===== src/rtl/param_gate_sweeper.sv =====
// N-input gate with run-time selectable function and a registered output.
// A built-in sweep engine walks every input pattern and counts the ones it produces.
module param_gate_sweeper #(
  parameter int N_IN        = 3,
  parameter int STEP_CYCLES = 1
) (
  input  logic            clk,
  input  logic            rst,
  input  logic [2:0]      mode,
  input  logic [N_IN-1:0] ext_in,
  input  logic            ext_valid,
  input  logic            sweep_start,
  output logic            out,
  output logic            out_valid,
  output logic [N_IN-1:0] cur_pattern,
  output logic            sweep_busy,
  output logic            sweep_done,
  output logic [N_IN:0]   ones_count
);

  typedef enum logic [1:0] {
    ST_IDLE  = 2'd0,
    ST_SWEEP = 2'd1,
    ST_DONE  = 2'd2
  } state_t;

  localparam int HW = (STEP_CYCLES > 1) ? $clog2(STEP_CYCLES) : 1;
  localparam logic [HW-1:0]   HOLD_LAST = HW'(STEP_CYCLES - 1);
  localparam logic [N_IN-1:0] PAT_LAST  = '1;

  // Reserved modes 6/7 deliberately resolve to 0.
  function automatic logic gate_fn(input logic [2:0] m, input logic [N_IN-1:0] x);
    logic r;
    case (m)
      3'd0:    r = &x;
      3'd1:    r = |x;
      3'd2:    r = ^x;
      3'd3:    r = ~&x;
      3'd4:    r = ~|x;
      3'd5:    r = ~^x;
      default: r = 1'b0;
    endcase
    return r;
  endfunction

  state_t          state_r;
  logic [2:0]      mode_r;
  logic [HW-1:0]   hold_r;
  logic            sweep_bit_s;

  assign sweep_bit_s = gate_fn(mode_r, cur_pattern);

  // Control FSM; every output is a register so nothing glitches downstream.
  always_ff @(posedge clk or posedge rst) begin
    if (rst) begin
      state_r     <= ST_IDLE;
      mode_r      <= 3'd0;
      hold_r      <= '0;
      out         <= 1'b0;
      out_valid   <= 1'b0;
      cur_pattern <= '0;
      sweep_busy  <= 1'b0;
      sweep_done  <= 1'b0;
      ones_count  <= '0;
    end else begin
      out_valid  <= 1'b0;
      sweep_done <= 1'b0;
      case (state_r)
        ST_IDLE: begin
          if (sweep_start) begin
            state_r     <= ST_SWEEP;
            mode_r      <= mode;
            cur_pattern <= '0;
            hold_r      <= '0;
            ones_count  <= '0;
            sweep_busy  <= 1'b1;
          end else if (ext_valid) begin
            out       <= gate_fn(mode, ext_in);
            out_valid <= 1'b1;
          end
        end
        ST_SWEEP: begin
          if (hold_r == HOLD_LAST) begin
            out        <= sweep_bit_s;
            out_valid  <= 1'b1;
            ones_count <= ones_count + (N_IN+1)'(sweep_bit_s);
            hold_r     <= '0;
            if (cur_pattern == PAT_LAST) begin
              state_r     <= ST_DONE;
              cur_pattern <= '0;
              sweep_busy  <= 1'b0;
              sweep_done  <= 1'b1;
            end else begin
              cur_pattern <= cur_pattern + N_IN'(1);
            end
          end else begin
            hold_r <= hold_r + HW'(1);
          end
        end
        ST_DONE: begin
          state_r <= ST_IDLE;
        end
        default: begin
          state_r    <= ST_IDLE;
          sweep_busy <= 1'b0;
        end
      endcase
    end
  end

endmodule

===== config.mk =====
export PLATFORM = sky130hd
export DESIGN_NAME = param_gate_sweeper
export DESIGN_NICKNAME = d
export VERILOG_FILES = /design/src/rtl/param_gate_sweeper.sv
export SDC_FILE = /design/constraint.sdc
export NUM_CORES = 1
export LEC_CHECK = 0
export CORE_MARGIN = 2
export CORE_UTILIZATION = 48
export DETAILED_ROUTE_END_ITERATION = 8
export GPL_TIMING_DRIVEN = 0
export HOLD_SLACK_MARGIN = 0.05
export PLACE_DENSITY = 0.81
export SYNTH_ARGS = -nofsm -noshare
export SYNTH_HDL_FRONTEND = slang
export SYNTH_SLANG_ARGS = --single-unit

===== constraint.sdc =====
create_clock -name clk -period 3.4 [get_ports clk]
set_input_delay 0.51 -clock clk [delete_from_list [all_inputs] [get_ports clk]]
set_output_delay 0.51 -clock clk [all_outputs]
set_load 0.05 [all_outputs]

* Word level (Yosys, flattened, before mapping) *
Cells that the tools add are included.

operators by class
  muxes and demuxes = 31
  eq/ne operators = 18
  add/sub/neg operators = 3
  bitwise gates (word level) = 1
  reduce and logical (&&, ||, !) cells = 22

operators with widths
  kind                 count
  $eq 3x3->1 const B   5
  $mux 1               14
  $eq 3x2->1 const B   4
  $pmux 1 s6           2
  $reduce_and 3->1     4
  $ne 2x2->1 const B   5
  $mux 3               3
  $mux 4               2
  $pmux 4 s2           1
  $reduce_and 4->1     2
  $eq 3x1->1 const B   2
  $logic_not 3->1      2
  $mux 2               3
  $pmux 1 s2           3
  $pmux 3 s2           1
  $reduce_or 3->1      2
  $reduce_xnor 3->1    2
  $reduce_xor 3->1     2
  $add 4x1->4          1
  $logic_not 1->1      4
  $pmux 2 s2           1
  $reduce_and 2->1     2
  $add 3x1->3 const B  1
  $pmux 1 s3           1
  6 further kinds      6

word-level totals
  word-level logic and storage cells = 84
  flip-flop bits (word level) = 17
  input port bits = 10
  output and inout bits = 11

* Depth between registers and ports, before layout *
Gate-level depths: netlist of run 1.

  depth in word-level cells = 6
  depth in mapped cells = 10
  gate-level depth less buffers = 10

* Least setup slack after synthesis of run 1 *
No wires, ideal clock.

  path type = flip-flop to flip-flop
  start = reg cur_pattern[0]
  end = reg ones_count[2]
  cell stages (with the launch flop) = 10
  arrival time = 2.493 ns
  path buffers = 0
  setup slack = 0.786 ns
  clock period less this slack = 2.614 ns
  setup time = 0.121 ns
  cell sequence = dfrtp_1 > ha_1 > ha_1 > o21ba_1 > a221oi_1 > o21ai_2 > ha_1 > ha_1 > mux2_2 > a22o_1

between the ends
  longest elaborated chain between the ends = 6
  elaborated cells between the ends (all ways) = 10

RTL lines
  item                                                        RTL line  RTL
  start, declared                                             15        output logic [N_IN-1:0] cur_pattern,
  start signal, assigned                                      94        cur_pattern <= cur_pattern + N_IN'(1);
  $reduce_or 3->1 / $reduce_and 3->1 (equally long branches)  --
  $logic_not 1->1 (on tied branches)                          39, 38
  $pmux 1 s6 (*)                                              34        case (m)
  $add 4x1->4 (*)                                             86        ones_count <= ones_count + (N_IN+1)'(sweep_bit_s);
  $mux 4 (*)                                                  83        if (hold_r == HOLD_LAST) begin
  $pmux 4 s2 (*)                                              68        case (state_r)
  end signal, assigned                                        86
  end, declared                                               18        output logic [N_IN:0] ones_count

Every way passes the cells marked *; elsewhere a longest branch is shown, timed or not. The select of a mux whose other input is x is not followed.
A chain may end at the register's enable or synchronous reset.

* Final worst setup path of run 1 *
Ends and elaborated chain as after synthesis.

==> results of run 1 <==
## per-layer routing
metal,vias to the layer above,wire length (um)
met1,379,845
met5,-,0
met3,4,67
met2,19,1090
li1,382,-
met4,0,28
## worst max-delay path, cell delays in order (launching register included)
cell	delay, ns
dfrtp_1	0.44
ha_1	0.24
ha_1	0.19
o21ba_1	0.17
a221oi_1	0.37
o21ai_2	0.15
ha_1	0.22
ha_1	0.20
mux2_2	0.28
a22o_1	0.22
## cell families after synthesis
logic type,Yosys count
simple gates,27
compound gates,23
flops,16
buf+inv,11
fa+ha+maj,8
mux,7
xor+xnor,1
## synthesized netlist by cell type
library cell / instances / area share
mux2_1: 3 / 0.035
inv_2: 2 / 0.0077
nand3b_1: 1 / 0.0077
a211oi_2: 2 / 0.026
nand2_1: 5 / 0.019
nand2b_4: 1 / 0.014
dfrtp_1: 16 / 0.41
xnor2_1: 1 / 0.0090
or2_0: 1 / 0.0064
a22o_1: 5 / 0.045
ha_1: 8 / 0.10
and3b_1: 1 / 0.0090
mux2i_1: 2 / 0.021
nor3_1: 2 / 0.010
a21oi_1: 5 / 0.026
buf_2: 2 / 0.010
a21o_1: 2 / 0.015
a41o_1: 1 / 0.010
o41a_1: 1 / 0.012
nor3b_1: 1 / 0.0077
o21ba_1: 1 / 0.010
a221oi_1: 1 / 0.0090
mux2_2: 1 / 0.012
o31ai_1: 1 / 0.0077
o21ai_1: 2 / 0.010
mux2_4: 1 / 0.015
nor2_1: 6 / 0.023
nor3_2: 2 / 0.021
and2_1: 1 / 0.0064
o21ai_2: 1 / 0.0090
nand3_1: 4 / 0.021
inv_1: 7 / 0.027
a32o_1: 1 / 0.010
nor2b_1: 2 / 0.013
## final cells by class
| type | count | area [um2] |
|---|---|---|
| Inverter | 9 | 33.8 |
| Multi-Input combinational cell | 66 | 528 |
| Fill cell | 173 | 699 |
| Timing Repair Buffer | 20 | 200 |
| Tap cell | 27 | 33.8 |
| Sequential cell | 16 | 400 |
| Clock buffer | 4 | 36.3 |
| Buffer | 2 | 10.0 |
## state kept, by name (all words and copies together) (netlist names)
name	count
cur_pattern	3
mode_r	3
ones_count	4
out	1
out_valid	1
state_r	2
sweep_busy	1
sweep_done	1
## cell usage in the layout, fill, tap and decap left out, types with 2 or more instances in the layout
cell             count
clkdlybuf4s50_1     20
dfrtp_1             16
ha_1                 8
inv_1                7
nor2_1               6
a22o_1               5
nand2_1              5
a21oi_1              5
nand3_1              4
mux2_1               3
clkbuf_4             3
buf_2                2
inv_2                2
o21ai_1              2
nor2b_1              2
nor3_2               2
mux2i_1              2
a21o_1               2
a211oi_2             2
nor3_1               2
## metrics by stage
stage	total power [mW]	std cells	area (um2)
finish	1.22	144	1240
global route	1.30	144	1240
CTS	1.23	144	1240
detailed placement	1.10	140	1210
global placement	1.06	140	1210
floorplan	0.881	93	972
## report_power, final
part           internal, mW  leakage [nW]  total [mW]  switching (mW)
sequential            0.275         0.193       0.359          0.0834
combinational         0.313         0.371       0.736           0.424
clock                0.0653        0.0210       0.128          0.0625
## how the worst min path moves through the flow
stage | to | slack, ns | depth (start not counted)
global route | ones_count[0] | 0.58 | 1
CTS | ones_count[0] | 0.57 | 1
global placement | ones_count[0] | 0.52 | 1
floorplan | cur_pattern[0] | 0.42 | 1
finish | ones_count[0] | 0.56 | 1
detailed placement | ones_count[0] | 0.54 | 1
==> impl_metrics.yaml, run 1 <==
layout:
  finalNetCount: 136
  area_growth_pct: 27.8
  post-route-util: 0.640
  diodes: 0
  drive_gt1_frac: 0.137
synthesis:
  synthesis.nets: 111
  synth_area_um2: 972
  synth_xor_area_frac: 0.00901
  synthDistinctLibCells: 34
  synth-compound-area-share: 0.190
  ys_seq_area_frac: 0.412
  synth_simple_gate_area_share: 0.158
  ys_ff_latch: 16
  synth_top_family_by_area: "compound AO/OA/AOI/OAI gates"
  yosysWarnings: 0
  syn_avg_cell_area_um2: 10.5
  muxShareOfSynthArea: 0.0824
  synth_fa_ha_area_frac: 0.103
  synth_cells: 93
timing:
  slew_headroom: 0.579
  final_hold_viol_count: 0
  skew_ns: 0.00188
  min_period_ns: 2.59
  finalSetupViolCount: 0
  setup_tns_ns: 0
  max_freq_ghz: 0.387
  period_share: 0.761
  fin_hold_ws_ns: 0.562
  tightest_slew_ns: 0.631
  slew_viol_final: 0
  rsz0062_at_grt: "false"
  fin_ws_ns: 0.813
placed_design:
  place_congestion: 0.759
  dp_hpwl_mm: 1.57
  io_buffers: 20
  pre_cts_slack_ns: 0.854
global_route:
  grt_pass1_vias: 803
  grt_most_used_layer: "met2"
  grt_overflow: 0
  use_met3: 0.0215
  antenna_found_initial: 0
  grt_start_max_net_pins: 17
  use_met2: 0.349
  grtUsageTotal: 0.186
  grt_pass1_wl_mm: 3.46
  met1_usage: 0.213
critical_path:
  timing.critical_path.to: "ones_count[2]"
  crit_fanout: 5
  r2r_slack_ns: 0.81
  reg2reg_from: "cur_pattern[0]"
  path_class: "register to register"
  reg2regPathDepth: 9
  worstReg2RegEnd: "ones_count[2]"
  cp-startpoint: "cur_pattern[0]"
  worstPathRequired_ns: 3.59
  cp.arrival_ns: 2.78
  end_kind: "register"
  critPathLaunchType: "register"
power_and_ir_drop:
  ir_drop_mv: 0.553
  p_per_area_mw_per_mm2: 984
  p_leak_nw: 0.585
clock_network:
  h-tree-depth: 1
  cts_inserted_buffers: 3
  root_buffer: "clkbuf_4"
  cts_resized: 0
  clock_path_buffers: 2
  clock_latency_ns: 0.29
  post_cts_buffers: 0
  clkSlewWorstSetupHoldPaths_ns: 0.09
  ctsHoldBuffers: 0
  cts.sinks: 16
  cts_tree: "done"
floorplanning:
  ios: 21
  core_area_mm2: 0.00194
  fp-row-count: 16
  start_util: 0.501
  die_w_um: 49.0
  dieArea_mm2: 0.00240
  die_h_um: 49.0
routing:
  vias: 784
  drc: 0
  drt-total-wl_mm: 2.03
  antenna_left: 0
  drt-initial-drc-count: 9
  drt_pass1_iterations: 4
  viasPerCell: 5.44
  wl_per_cell_um: 14.1
min_path:
  min_from: "ones_count[0]"
  hold_class: "register to register"
outcome:
  status: "completed"
job:
  cap_violations: 0
Power figures use the tool's default switching activity.
==> inputs of run 2 (changes only) <==
- CORE_UTILIZATION: 48 -> 44
- PLACE_DENSITY: 0.81 -> 0.79
- clock period: 3.4 -> 2.1 ns (I/O delays scaled with it)
==> run 2 against run 1 <==
Net effect: utilization down 2.2 points; the run now ends with negative setup slack left; setup slack worse by 1.0 ns; largest cell class unchanged; non-clock buffer count up 3; combinational power up 77%; cell count up 2.8%; sequential share of layout area down 1.8 points.
==> impl_metrics.yaml, run 2 (synthesis results as in run 1) <==
outcome:
  status: "finished, violations left"
  violations: "negative setup slack"
power_and_ir_drop:
  switching_share: 0.455
  internal-power_mw: 1.16
  power_frac_comb: 0.613
  p_sw_mw: 0.965
  p_seq_frac: 0.288
  p_leak_nw: 0.589
  clkPwrFrac: 0.099
  ir_drop_mv: 0.847
  finalPower_mw: 2.12
  p_per_area_mw_per_mm2: 1600
layout:
  largest_reg_flops: 4
  stdcell_count: 148
  final_common_cell: "clkdlybuf4s50_1"
  top_register: "ones_count"
  diodes: 0
  area_growth_pct: 36.4
  final_cell_mix: "clkdlybuf4s50_1, dfrtp_1, nor2_1, inv_1"
  biggestRegsByFlops: "ones_count (4), cur_pattern (3), mode_r (3)"
  finalNetCount: 139
  drive_gt1_frac: 0.258
global_route:
  grt_start_max_net_pins: 17
  grt_overflow: 0
  grt_pass1_wl_mm: 3.33
  antenna_found_initial: 0
  grt_pass1_vias: 744
  grtUsageTotal: 0.175
routing:
  drc: 0
  wl_met1_um: 828
  drt_pass1_iterations: 4
  antenna_left: 0
  drt-total-wl_mm: 1.94
  viasPerCell: 5.34
  wl_per_cell_um: 13.1
  top_layer_used: "met4"
  vias: 790
  drt-initial-drc-count: 9
  met2_length_um: 991
  wl_met3_um: 70
critical_path:
  crit_fanout: 4
  cp.arrival_ns: 2.51
  worstPathRequired_ns: 2.30
  end_kind: "register"
  critPathLaunchType: "register"
  path_class: "register to register"
clock_network:
  clock_latency_ns: 0.30
  h-tree-depth: 1
  cts.sinks: 16
  cts_tree: "done"
  clkSlewWorstSetupHoldPaths_ns: 0.10
  root_buffer: "clkbuf_4"
  cts_inserted_buffers: 3
  clock_path_buffers: 2
floorplanning:
  ios: 21
  dieArea_mm2: 0.00260
  fp-row-count: 17
  die_h_um: 51.0
  core_area_mm2: 0.00215
  die_w_um: 51.0
  start_util: 0.453
timing:
  slew_viol_final: 0
  fin_hold_ws_ns: 0.400
  period_share: 1.10
  slew_headroom: 0.567
  rsz0062_at_grt: "true"
  finalSetupViolCount: 2
  tightest_slew_ns: 0.648
  skew_ns: 0.00467
  max_freq_ghz: 0.433
  fin_ws_ns: -0.210
  min_period_ns: 2.31
  final_hold_viol_count: 0
placed_design:
  dp_hpwl_mm: 1.45
  io_buffers: 20
  place_congestion: 0.764
  dp_cells: 141
job:
  cap_violations: 0
min_path:
  hold_class: "input port to asynchronous set/reset pin"
run 2: metrics by stage:
step,instance area (um2),worst slack (ns),TNS (ns),utilization
3_3_place_gp,1260,-0.163,-0.163,0.585
6_report,1330,-0.210,-0.379,0.617
2_1_floorplan,1020,-0.187,-0.253,-
3_5_place_dp,1260,-0.208,-0.229,0.585
5_1_grt,1330,-0.302,-0.655,0.617
4_1_cts,1320,-0.232,-0.431,0.615
run 2: layer usage:
metal / up-vias / track usage
li1: 391 / -
met1: 372 / 0.217
met2: 22 / 0.297
met3: 5 / 0.0175
met4: 0 / 0.0946
met5: - / 0
run 2: path summary, 6_finish.rpt:
kind | from | end | slack (ns) | cells past startpoint
worst max-delay path | cur_pattern[1] | ones_count[2] | -0.21 | 9
worst max register to register | cur_pattern[1] | ones_count[2] | -0.21 | 9
worst min-delay path | rst | out_valid | 0.40 | 2
min in group clk | ones_count[0] | ones_count[0] | 0.56 | 1
worst min register to register | ones_count[0] | ones_count[0] | 0.56 | 1
max in group asynchronous | rst | cur_pattern[2] | 1.24 | 2
run 2: critical path, cell delays in order, from the launching register on:
cell and delay, ns:
dfrtp_2 0.45, ha_4 0.18, ha_4 0.15, o21ba_1 0.20, a221oi_2 0.29, o21ai_2 0.11, ha_2 0.22, ha_4 0.15
mux2_2 0.26, a22o_1 0.20
run 2: power groups by stage:
| stage | clock (mW) | sequential [mW] | combinational, mW |
|---|---|---|---|
| 2_1_floorplan | 0 | 0.903 | 0.596 |
| 4_1_cts | 0.221 | 0.610 | 1.31 |
| 3_3_place_gp | 0 | 0.604 | 1.19 |
| 6_report | 0.210 | 0.610 | 1.30 |
| 3_5_place_dp | 0 | 0.617 | 1.23 |
| 5_1_grt | 0.230 | 0.630 | 1.42 |
run 2: area by class of cell:
cell class	count	area, um2
buffer	2	10.0
clock buffer	4	36.3
fill	177	822
inverter	9	33.8
multi-input combinational	66	584
sequential	16	404
tap	28	35.0
timing repair buffer	23	223
run 2: repair_timing:
action                                  4_1_cts  5_1_grt
endpoints found under the setup margin        3        3
buffers inserted                              3        0
resized for setup                             1        2
hold buffers                                  0        0
pin swaps                                     1        3
==> inputs of run 3 (changes only) <==
- HOLD_SLACK_MARGIN: 0.05 -> not set
==> results of run 3 <==
The final DEF is identical to that of run 2; final timing and power are the same.
